$ cat config.mk
export PLATFORM = sky130hd
export DESIGN_NAME = io_bus_arbiter_flat
export DESIGN_NICKNAME = d
export VERILOG_FILES = /design/src/rtl/io_bus_arbiter_if.sv /design/src/rtl/io_bus_arbiter.sv /design/src/flat_wrapper.sv
export SDC_FILE = /design/constraint.sdc
export NUM_CORES = 1
export LEC_CHECK = 0
export BUFFER_PORTS_ARGS = -buffer_cell sky130_fd_sc_hd__buf_2
export CAP_MARGIN = 20
export CORE_AREA = 2 2 120 122
export DETAILED_ROUTE_END_ITERATION = 8
export DIE_AREA = 0 0 122 124
export PLACE_DENSITY_LB_ADDON = 0.1
export SLEW_MARGIN = 20
export SYNTH_ARGS = -nofsm -noshare
export SYNTH_HDL_FRONTEND = slang
export SYNTH_SLANG_ARGS = --single-unit
export TNS_END_PERCENT = 50
$ cat constraint.sdc
create_clock -name clk -period 4.25 [get_ports clk]
set_clock_uncertainty 0.1 [all_clocks]
set_input_delay 0.6375 -clock clk [delete_from_list [all_inputs] [get_ports clk]]
set_output_delay 0.6375 -clock clk [all_outputs]
set_load 0.02 [all_outputs]
$ cat src/rtl/io_bus_arbiter_if.sv
// IO bus request/response bundle shared by the WB, EX and external sides of the arbiter.
interface io_bus_arbiter_if #(
  parameter int ADDR_W = 32,
  parameter int DATA_W = 32,
  parameter int WID_W  = 2
);
  logic              taskValid;
  logic [ADDR_W-1:0] address;
  logic              rwCtrl;
  logic [WID_W-1:0]  widthCtr;
  logic [DATA_W-1:0] writeBus;
  logic              taskReady;
  logic              taskError;
  logic [DATA_W-1:0] readBus;

  modport master (
    output taskValid, address, rwCtrl, widthCtr, writeBus,
    input  taskReady, taskError, readBus
  );

  modport slave (
    input  taskValid, address, rwCtrl, widthCtr, writeBus,
    output taskReady, taskError, readBus
  );
endinterface

$ cat src/rtl/io_bus_arbiter.sv
// Locked-grant arbiter sharing the external IO bus between WB (fixed priority) and EX,
// with a one-cycle cooldown after each transaction and a no-response watchdog.
module io_bus_arbiter #(
  parameter int ADDR_W  = 32,
  parameter int DATA_W  = 32,
  parameter int WID_W   = 2,
  parameter int TIMEOUT = 256,
  parameter int CNT_W   = 9
) (
  input  logic             clk,
  input  logic             rst,
  io_bus_arbiter_if.slave  wb,
  io_bus_arbiter_if.slave  ex,
  io_bus_arbiter_if.master ext,
  output logic             owner,
  output logic             busy,
  output logic             timeout_evt
);

  typedef enum logic [1:0] {IDLE, GNT_WB, GNT_EX, COOL} state_t;

  localparam logic [CNT_W-1:0] CNT_LAST = CNT_W'((TIMEOUT == 0) ? 0 : TIMEOUT - 1);

  state_t            state, state_nxt;
  logic [CNT_W-1:0]  cnt;
  logic              req_valid, req_rw;
  logic [ADDR_W-1:0] req_addr;
  logic [WID_W-1:0]  req_wid;
  logic [DATA_W-1:0] req_wdata;
  logic              fwd_valid, rsp_ready, rsp_error;
  logic [DATA_W-1:0] rsp_data;
  logic              bus_resp, wd_fire;

  assign busy     = (state == GNT_WB) || (state == GNT_EX);
  assign bus_resp = ext.taskReady | ext.taskError;
  assign wd_fire  = (TIMEOUT != 0) && (cnt == CNT_LAST);

  always_comb begin
    req_valid = 1'b0;
    req_addr  = '0;
    req_rw    = 1'b0;
    req_wid   = '0;
    req_wdata = '0;
    if (state == GNT_WB) begin
      req_valid = wb.taskValid;
      req_addr  = wb.address;
      req_rw    = wb.rwCtrl;
      req_wid   = wb.widthCtr;
      req_wdata = wb.writeBus;
    end else if (state == GNT_EX) begin
      req_valid = ex.taskValid;
      req_addr  = ex.address;
      req_rw    = ex.rwCtrl;
      req_wid   = ex.widthCtr;
      req_wdata = ex.writeBus;
    end
  end

  // A real bus response takes precedence over the watchdog in the same cycle.
  always_comb begin
    state_nxt   = state;
    fwd_valid   = 1'b0;
    rsp_ready   = 1'b0;
    rsp_error   = 1'b0;
    rsp_data    = '0;
    timeout_evt = 1'b0;
    case (state)
      IDLE: begin
        if (wb.taskValid)      state_nxt = GNT_WB;
        else if (ex.taskValid) state_nxt = GNT_EX;
      end
      GNT_WB, GNT_EX: begin
        if (!req_valid) begin
          state_nxt = IDLE;
        end else if (bus_resp) begin
          fwd_valid = 1'b1;
          rsp_ready = ext.taskReady;
          rsp_error = ext.taskError;
          rsp_data  = ext.readBus;
          state_nxt = COOL;
        end else if (wd_fire) begin
          rsp_error   = 1'b1;
          timeout_evt = 1'b1;
          state_nxt   = COOL;
        end else begin
          fwd_valid = 1'b1;
          rsp_data  = ext.readBus;
        end
      end
      COOL:    state_nxt = IDLE;
      default: state_nxt = IDLE;
    endcase
  end

  assign ext.taskValid = fwd_valid;
  assign ext.address   = req_addr;
  assign ext.rwCtrl    = req_rw;
  assign ext.widthCtr  = req_wid;
  assign ext.writeBus  = req_wdata;

  assign wb.taskReady = (state == GNT_WB) & rsp_ready;
  assign wb.taskError = (state == GNT_WB) & rsp_error;
  assign wb.readBus   = (state == GNT_WB) ? rsp_data : '0;
  assign ex.taskReady = (state == GNT_EX) & rsp_ready;
  assign ex.taskError = (state == GNT_EX) & rsp_error;
  assign ex.readBus   = (state == GNT_EX) ? rsp_data : '0;

  always_ff @(posedge clk) begin
    if (rst) begin
      state <= IDLE;
      cnt   <= '0;
      owner <= 1'b0;
    end else begin
      state <= state_nxt;
      if (state == IDLE) begin
        cnt <= '0;
        if (wb.taskValid)      owner <= 1'b1;
        else if (ex.taskValid) owner <= 1'b0;
      end else if (busy && !bus_resp) begin
        cnt <= cnt + 1'b1;
      end
    end
  end

endmodule

$ cat src/flat_wrapper.sv
// flat-port wrapper written by rule: the top's interface ports become plain ports
module io_bus_arbiter_flat 
#(
  parameter int ADDR_W  = 32,
  parameter int DATA_W  = 32,
  parameter int WID_W   = 2,
  parameter int TIMEOUT = 256,
  parameter int CNT_W   = 9
)
  (clk, rst, owner, busy, timeout_evt, wb_taskValid, wb_address, wb_rwCtrl, wb_widthCtr, wb_writeBus, wb_taskReady, wb_taskError, wb_readBus, ex_taskValid, ex_address, ex_rwCtrl, ex_widthCtr, ex_writeBus, ex_taskReady, ex_taskError, ex_readBus, ext_taskValid, ext_address, ext_rwCtrl, ext_widthCtr, ext_writeBus, ext_taskReady, ext_taskError, ext_readBus);
  io_bus_arbiter_if #(.ADDR_W(ADDR_W), .DATA_W(DATA_W), .WID_W(WID_W)) wb_i ();
  io_bus_arbiter_if #(.ADDR_W(ADDR_W), .DATA_W(DATA_W), .WID_W(WID_W)) ex_i ();
  io_bus_arbiter_if #(.ADDR_W(ADDR_W), .DATA_W(DATA_W), .WID_W(WID_W)) ext_i ();
  input  logic clk;
  input  logic rst;
  output logic owner;
  output logic busy;
  output logic timeout_evt;
  input wire logic [$bits(wb_i.taskValid)-1:0] wb_taskValid;
  input wire logic [$bits(wb_i.address)-1:0] wb_address;
  input wire logic [$bits(wb_i.rwCtrl)-1:0] wb_rwCtrl;
  input wire logic [$bits(wb_i.widthCtr)-1:0] wb_widthCtr;
  input wire logic [$bits(wb_i.writeBus)-1:0] wb_writeBus;
  output wire logic [$bits(wb_i.taskReady)-1:0] wb_taskReady;
  output wire logic [$bits(wb_i.taskError)-1:0] wb_taskError;
  output wire logic [$bits(wb_i.readBus)-1:0] wb_readBus;
  input wire logic [$bits(ex_i.taskValid)-1:0] ex_taskValid;
  input wire logic [$bits(ex_i.address)-1:0] ex_address;
  input wire logic [$bits(ex_i.rwCtrl)-1:0] ex_rwCtrl;
  input wire logic [$bits(ex_i.widthCtr)-1:0] ex_widthCtr;
  input wire logic [$bits(ex_i.writeBus)-1:0] ex_writeBus;
  output wire logic [$bits(ex_i.taskReady)-1:0] ex_taskReady;
  output wire logic [$bits(ex_i.taskError)-1:0] ex_taskError;
  output wire logic [$bits(ex_i.readBus)-1:0] ex_readBus;
  output wire logic [$bits(ext_i.taskValid)-1:0] ext_taskValid;
  output wire logic [$bits(ext_i.address)-1:0] ext_address;
  output wire logic [$bits(ext_i.rwCtrl)-1:0] ext_rwCtrl;
  output wire logic [$bits(ext_i.widthCtr)-1:0] ext_widthCtr;
  output wire logic [$bits(ext_i.writeBus)-1:0] ext_writeBus;
  input wire logic [$bits(ext_i.taskReady)-1:0] ext_taskReady;
  input wire logic [$bits(ext_i.taskError)-1:0] ext_taskError;
  input wire logic [$bits(ext_i.readBus)-1:0] ext_readBus;
  assign wb_i.taskValid = wb_taskValid;
  assign wb_i.address = wb_address;
  assign wb_i.rwCtrl = wb_rwCtrl;
  assign wb_i.widthCtr = wb_widthCtr;
  assign wb_i.writeBus = wb_writeBus;
  assign wb_taskReady = wb_i.taskReady;
  assign wb_taskError = wb_i.taskError;
  assign wb_readBus = wb_i.readBus;
  assign ex_i.taskValid = ex_taskValid;
  assign ex_i.address = ex_address;
  assign ex_i.rwCtrl = ex_rwCtrl;
  assign ex_i.widthCtr = ex_widthCtr;
  assign ex_i.writeBus = ex_writeBus;
  assign ex_taskReady = ex_i.taskReady;
  assign ex_taskError = ex_i.taskError;
  assign ex_readBus = ex_i.readBus;
  assign ext_taskValid = ext_i.taskValid;
  assign ext_address = ext_i.address;
  assign ext_rwCtrl = ext_i.rwCtrl;
  assign ext_widthCtr = ext_i.widthCtr;
  assign ext_writeBus = ext_i.writeBus;
  assign ext_i.taskReady = ext_taskReady;
  assign ext_i.taskError = ext_taskError;
  assign ext_i.readBus = ext_readBus;
  io_bus_arbiter #(.ADDR_W(ADDR_W), .DATA_W(DATA_W), .WID_W(WID_W), .TIMEOUT(TIMEOUT), .CNT_W(CNT_W)) u_core (.clk(clk), .rst(rst), .wb(wb_i), .ex(ex_i), .ext(ext_i), .owner(owner), .busy(busy), .timeout_evt(timeout_evt));
endmodule
# After elaboration in Yosys (flattened, before gate mapping)
# Index checks and enable logic that the tools add are counted.
[op_classes] addsub=1 eq_ne=6 mux=38 bitwise_logic=5 n_reduce_logical=9
[ops] cell="32-bit 2-to-1 mux" count=10
[ops] cell="1-bit 2-to-1 mux" count=20
[ops] cell="2-bit 2-to-1 mux" count=7
[ops] cell="9-bit by 1-bit adder with 9-bit output (second input constant)" count=1
[ops] cell="9-bit by 8-bit == test with 1-bit output (second input constant)" count=1
[ops] cell="2-bit one-hot mux with 3 select lines" count=1
[ops] cell="1-bit AND" count=4
[ops] cell="2-bit == test (second input constant)" count=2
[ops] cell="4-bit inequality test (second input constant)" count=1
[ops] cell="2-bit AND reduction" count=2
[ops] cell="2-bit OR reduction" count=2
[ops] cell="3-bit inequality test (second input constant)" count=1
[ops] cell="2-bit by 1-bit == test with 1-bit output (second input constant)" count=1
[ops] cell="2-bit logical NOT" count=1
[ops] cell="2-bit nonzero test" count=1
[ops] cell="1-bit logical AND" count=1
[ops] cell="1-bit logical NOT" count=1
[ops] cell="1-bit logical OR" count=1
[ops] cell="1-bit OR" count=1
[word_totals] regBits=12 in_bits=172 wordCells=62

# Longest topological paths before layout
[logic_depth] word_depth=6 ltp_mapped=8

# Worst setup path after synthesis
# No wires, ideal clock.
[synth_timing] path_kind="reg2out" startpoint="register u_core.cnt[0]" endpoint="output port ex_readBus[10]" t_arrival_ns=1.736 required_ns=3.513 slack_ns=1.776 path_stages_with_launch=9 path_cell_list="dfxtp_1 ha_1 nand3_1 nor2_1 ha_1 nor3b_1 nor2_1 clkbuf_1 and2_1"
[synth_via] elab_chain_cells=6
[synth_lines] element="from (decl)" line_no="io_bus_arbiter.sv:25" rtl="logic [CNT_W-1:0] cnt;"
[synth_lines] element="from (signal assigned)" line_no="io_bus_arbiter.sv:120" rtl="cnt <= cnt + 1'b1;"
[synth_lines] element="9-bit by 8-bit == test with 1-bit output" line_no="io_bus_arbiter.sv:36" rtl="assign wd_fire = (TIMEOUT != 0) && (cnt == CNT_LAST);"
[synth_lines] element="32-bit 2-to-1 mux" line_no="io_bus_arbiter.sv:81" rtl="end else if (wd_fire) begin"
[synth_lines] element="32-bit 2-to-1 mux" line_no="io_bus_arbiter.sv:75" rtl="end else if (bus_resp) begin"
[synth_lines] element="32-bit 2-to-1 mux" line_no="io_bus_arbiter.sv:73" rtl="if (!req_valid) begin"
[synth_lines] element="32-bit 2-to-1 mux" line_no="io_bus_arbiter.sv:67" rtl="case (state)"
[synth_lines] element="32-bit 2-to-1 mux" line_no="io_bus_arbiter.sv:106" rtl="assign ex.readBus = (state == GNT_EX) ? rsp_data : '0;"
[synth_lines] element="to (decl)" line_no="flat_wrapper.sv:34" rtl="output wire logic [$bits(ex_i.readBus)-1:0] ex_readBus;"
# Every way passes these cells.

# Worst setup path in the final report
[layout_timing] startpoint="register u_core.cnt[0]" endpoint="output port ex_readBus[6]"
# The elaborated chain is that of the path after synthesis.

==> run_results.csv <==
group,metric,value,unit
min_path,whs_endpoint,"u_core.cnt[1]",
global_route,grt_pass1_vias,2700,
logic_synthesis,synthesis.nets,421,
power_and_ir_drop,p_total,0.782,mW
logic_synthesis,netlist_top_cells_area,"a22o_1, and2_1, dfxtp_1",
logic_synthesis,ys_top_cells_by_count,"a22o_1, and2_1, clkbuf_1",
clock_tree,cts_setup_buffers,0,
floorplanning,coreArea,13700,um^2
sta,worst_slack,1.20,ns
placed_design,hpwl,9.25,mm
sta,tns,0,ns
global_route,grt_antenna_before_repair,2,
power_and_ir_drop,seq_power_share,15.3,%
power_and_ir_drop,p_comb_share,60.1,%
clock_tree,h-tree-depth,1,
placed_design,placed_cells,716,
power_and_ir_drop,ir_drop,0.123,mV
sta,finalCritPeriodShare,71.7,%
sta,max_freq,328,MHz
floorplanning,row_count,43,
logic_synthesis,synth_edf_count,0,
final_layout,stdcell_count,721,
logic_synthesis,syn_avg_cell_area,7.29,um^2
placed_design,preCtsSetupSlack,1.43,ns
clock_tree,cts_tree,"built",
sta,maxSlewHeadroom,53.3,%
floorplanning,ios,311,
outcome,outcome,"finished, final reports clean",
global_route,grt_usage,12.3,%
clock_tree,cts.sinks,12,
placed_design,gp_congestion,0.711,
logic_synthesis,netlist.area_leader.share,33.0,%
sta,rsz0062_at_grt,"no",
setup_path,start_kind,"flop",
floorplanning,die_w,122,um
setup_path,slowest_stage,"nor3b_1",
setup_path,rrSetupSlack,2.12,ns
power_and_ir_drop,p_per_area,217,nW/um^2
power_and_ir_drop,power.switching,0.328,mW
setup_path,r2r_end,"u_core.state[0]",
final_layout,drive_above_1_share,60.0,%
floorplanning,die-area,15100,um^2
placed_design,placed_area,3510,um^2
routing,viasPerCell,4.14,
setup_path,critPathRequiredTime,3.51,ns
flow_run,maxCapViolations,0,
logic_synthesis,syn_inst,244,
logic_synthesis,synth_cell_types,33,
logic_synthesis,syn_area,1780,um^2
logic_synthesis,synth_most_common_cell,"a22o_1",
setup_path,critPathMaxFanout,32,
min_path,holdPathStages,2,
clock_tree,cts_resized,0,
routing,wire_per_inst,15.0,um
floorplanning,start_util,13.0,%
setup_path,arrival,2.31,ns
final_layout,area_delta_synth_final,102,%
logic_synthesis,ys_seq_elements,12,
power_and_ir_drop,internal-power,0.455,mW
setup_path,crit_path_end_kind,"output pin",
floorplanning,die_height,124,um
clock_tree,insertion_delay,0.24,ns
sta,period_needed,3.05,ns
setup_path,r2r_start,"u_core.state[0]",
final_layout,nets,718,
global_route,grt_pass1_wl,14.4,mm
sta,timing.final.hold_violations,0,
routing,ant_nets,0,
routing,drt-total-wl,10.8,mm
logic_synthesis,yosysWarnings,0,
logic_synthesis,synth_top_area_cell,"a22o_1",
routing,drcViolationCount,0,
clock_tree,clk_pin_slew,0.04,ns
setup_path,reg2reg_depth,6,
routing,drt-initial-drc-count,87,
min_path,hold_path.class,"reg2reg",
setup_path,cpPeakStageDelay,0.40,ns
routing,drt_first_pass_iters,4,
setup_path,crit_type,"reg2out",
power_and_ir_drop,clkPwrFrac,24.6,%
setup_path,worstPathCellList,"ha_1 > nand3_1 > nor2_1 > ha_1 > nor3b_1 > nor2_1 > buf_4 > and2_1 > buf_2",
placed_design,port-buffer-count,310,
power_and_ir_drop,cellLeakagePower,2.17,nW
logic_synthesis,synthArstFlopShare,0,%
clock_tree,cts_hold_buf,0,
min_path,min_from,"u_core.cnt[1]",
power_and_ir_drop,swShare,41.9,%
global_route,grt_max_degree,68,
sta,setup_viol,0,
sta,worst_slew_pin_slew,0.700,ns
routing,vias,2987,
logic_synthesis,synth_flop_cell,"dfxtp_1",
final_layout,final_area,3600,um^2
logic_synthesis,seq_area_frac_synth,13.5,%
global_route,grt_overflow,0,
clock_tree,cts.path.max_buffers,2,
clock_tree,root_buffer,"clkbuf_16",
sta,final_max_slew_viol_count,0,
clock_tree,cts_buffers,3,
==> how the worst max path moves through the flow <==
stage | start | to | cells past startpoint
final | u_core.cnt[0] | ex_readBus[6] | 9
after global routing | u_core.cnt[0] | wb_readBus[8] | 9
after CTS | u_core.cnt[0] | wb_readBus[25] | 9
after detailed placement | u_core.cnt[0] | wb_readBus[25] | 9
after global placement | u_core.cnt[0] | wb_readBus[29] | 9
after floorplan | u_core.cnt[0] | ex_readBus[10] | 8
==> layout make-up <==
cell class                      instances  area, um^2
Clock buffer                            4        88.8
Inverter                                7        26.3
Multi-Input combinational cell        202        1430
Antenna cell                            1        2.50
Timing Repair Buffer                  315        1590
Fill cell                            1521       10100
Tap cell                              180         225
Sequential cell                        12         240
==> state kept, by name, indices dropped and copies added, names as in the netlist <==
name	flops
u_core.owner	1
u_core.state	2
u_core.cnt	9
==> logic make-up after synthesis <==
kind of cell,count (synthesis),share of synthesized area (%)
adder cells (fa/ha/maj),5,3.52
AO/OA/AOI/OAI,79,37.1
XOR/XNOR,6,2.95
AND/OR/NAND/NOR,111,35.6
flip-flops,12,13.5
buffers and inverters,30,6.75
multiplexers,1,0.633
==> metrics by stage <==
stage	utilization, %	hold WS, ns
after global placement	25.6	0.371
after detailed placement	25.6	0.374
after CTS	26.2	0.381
after global routing	26.2	0.399
final	26.2	0.378
after floorplan	-	0.354
==> layout by cell type (no fill, tap or decap), drive strengths merged, types with 3 or more instances in the layout <==
master / n
nor2: 16
ha: 5
a21oi: 7
a22o: 67
xnor2: 3
buf: 315
clkbuf: 4
xor2: 3
and2: 64
inv: 7
nand4: 3
dfxtp: 12
nand3: 5
nand2: 9
nor3: 4
==> per-layer routing <==
layer / vias up / track usage (%) / routed length, um
met5: - / 0 / 16
met2: 180 / 24.0 / 5670
li1: 1478 / - / -
met3: 6 / 3.57 / 1210
met1: 1321 / 13.2 / 3850
met4: 2 / 1.94 / 60
==> worst max-delay path: cells and delay by family (launching register included) <==
kind,cells,cell delay [ns]
and+or+nand+nor,5,0.88
adders and majority gates,2,0.45
buffers and inverters,2,0.38
DFF,1,0.36
==> power groups by stage <==
stage | Clock [mW] | Combinational [mW] | Sequential, mW
after global routing | 0.208 | 0.511 | 0.120
after global placement | 0 | 0.476 | 0.122
final | 0.192 | 0.470 | 0.120
after detailed placement | 0 | 0.476 | 0.122
after floorplan | 0 | 0.275 | 0.122
after CTS | 0.199 | 0.476 | 0.120
No activity file was read; power rests on OpenSTA's default activity.
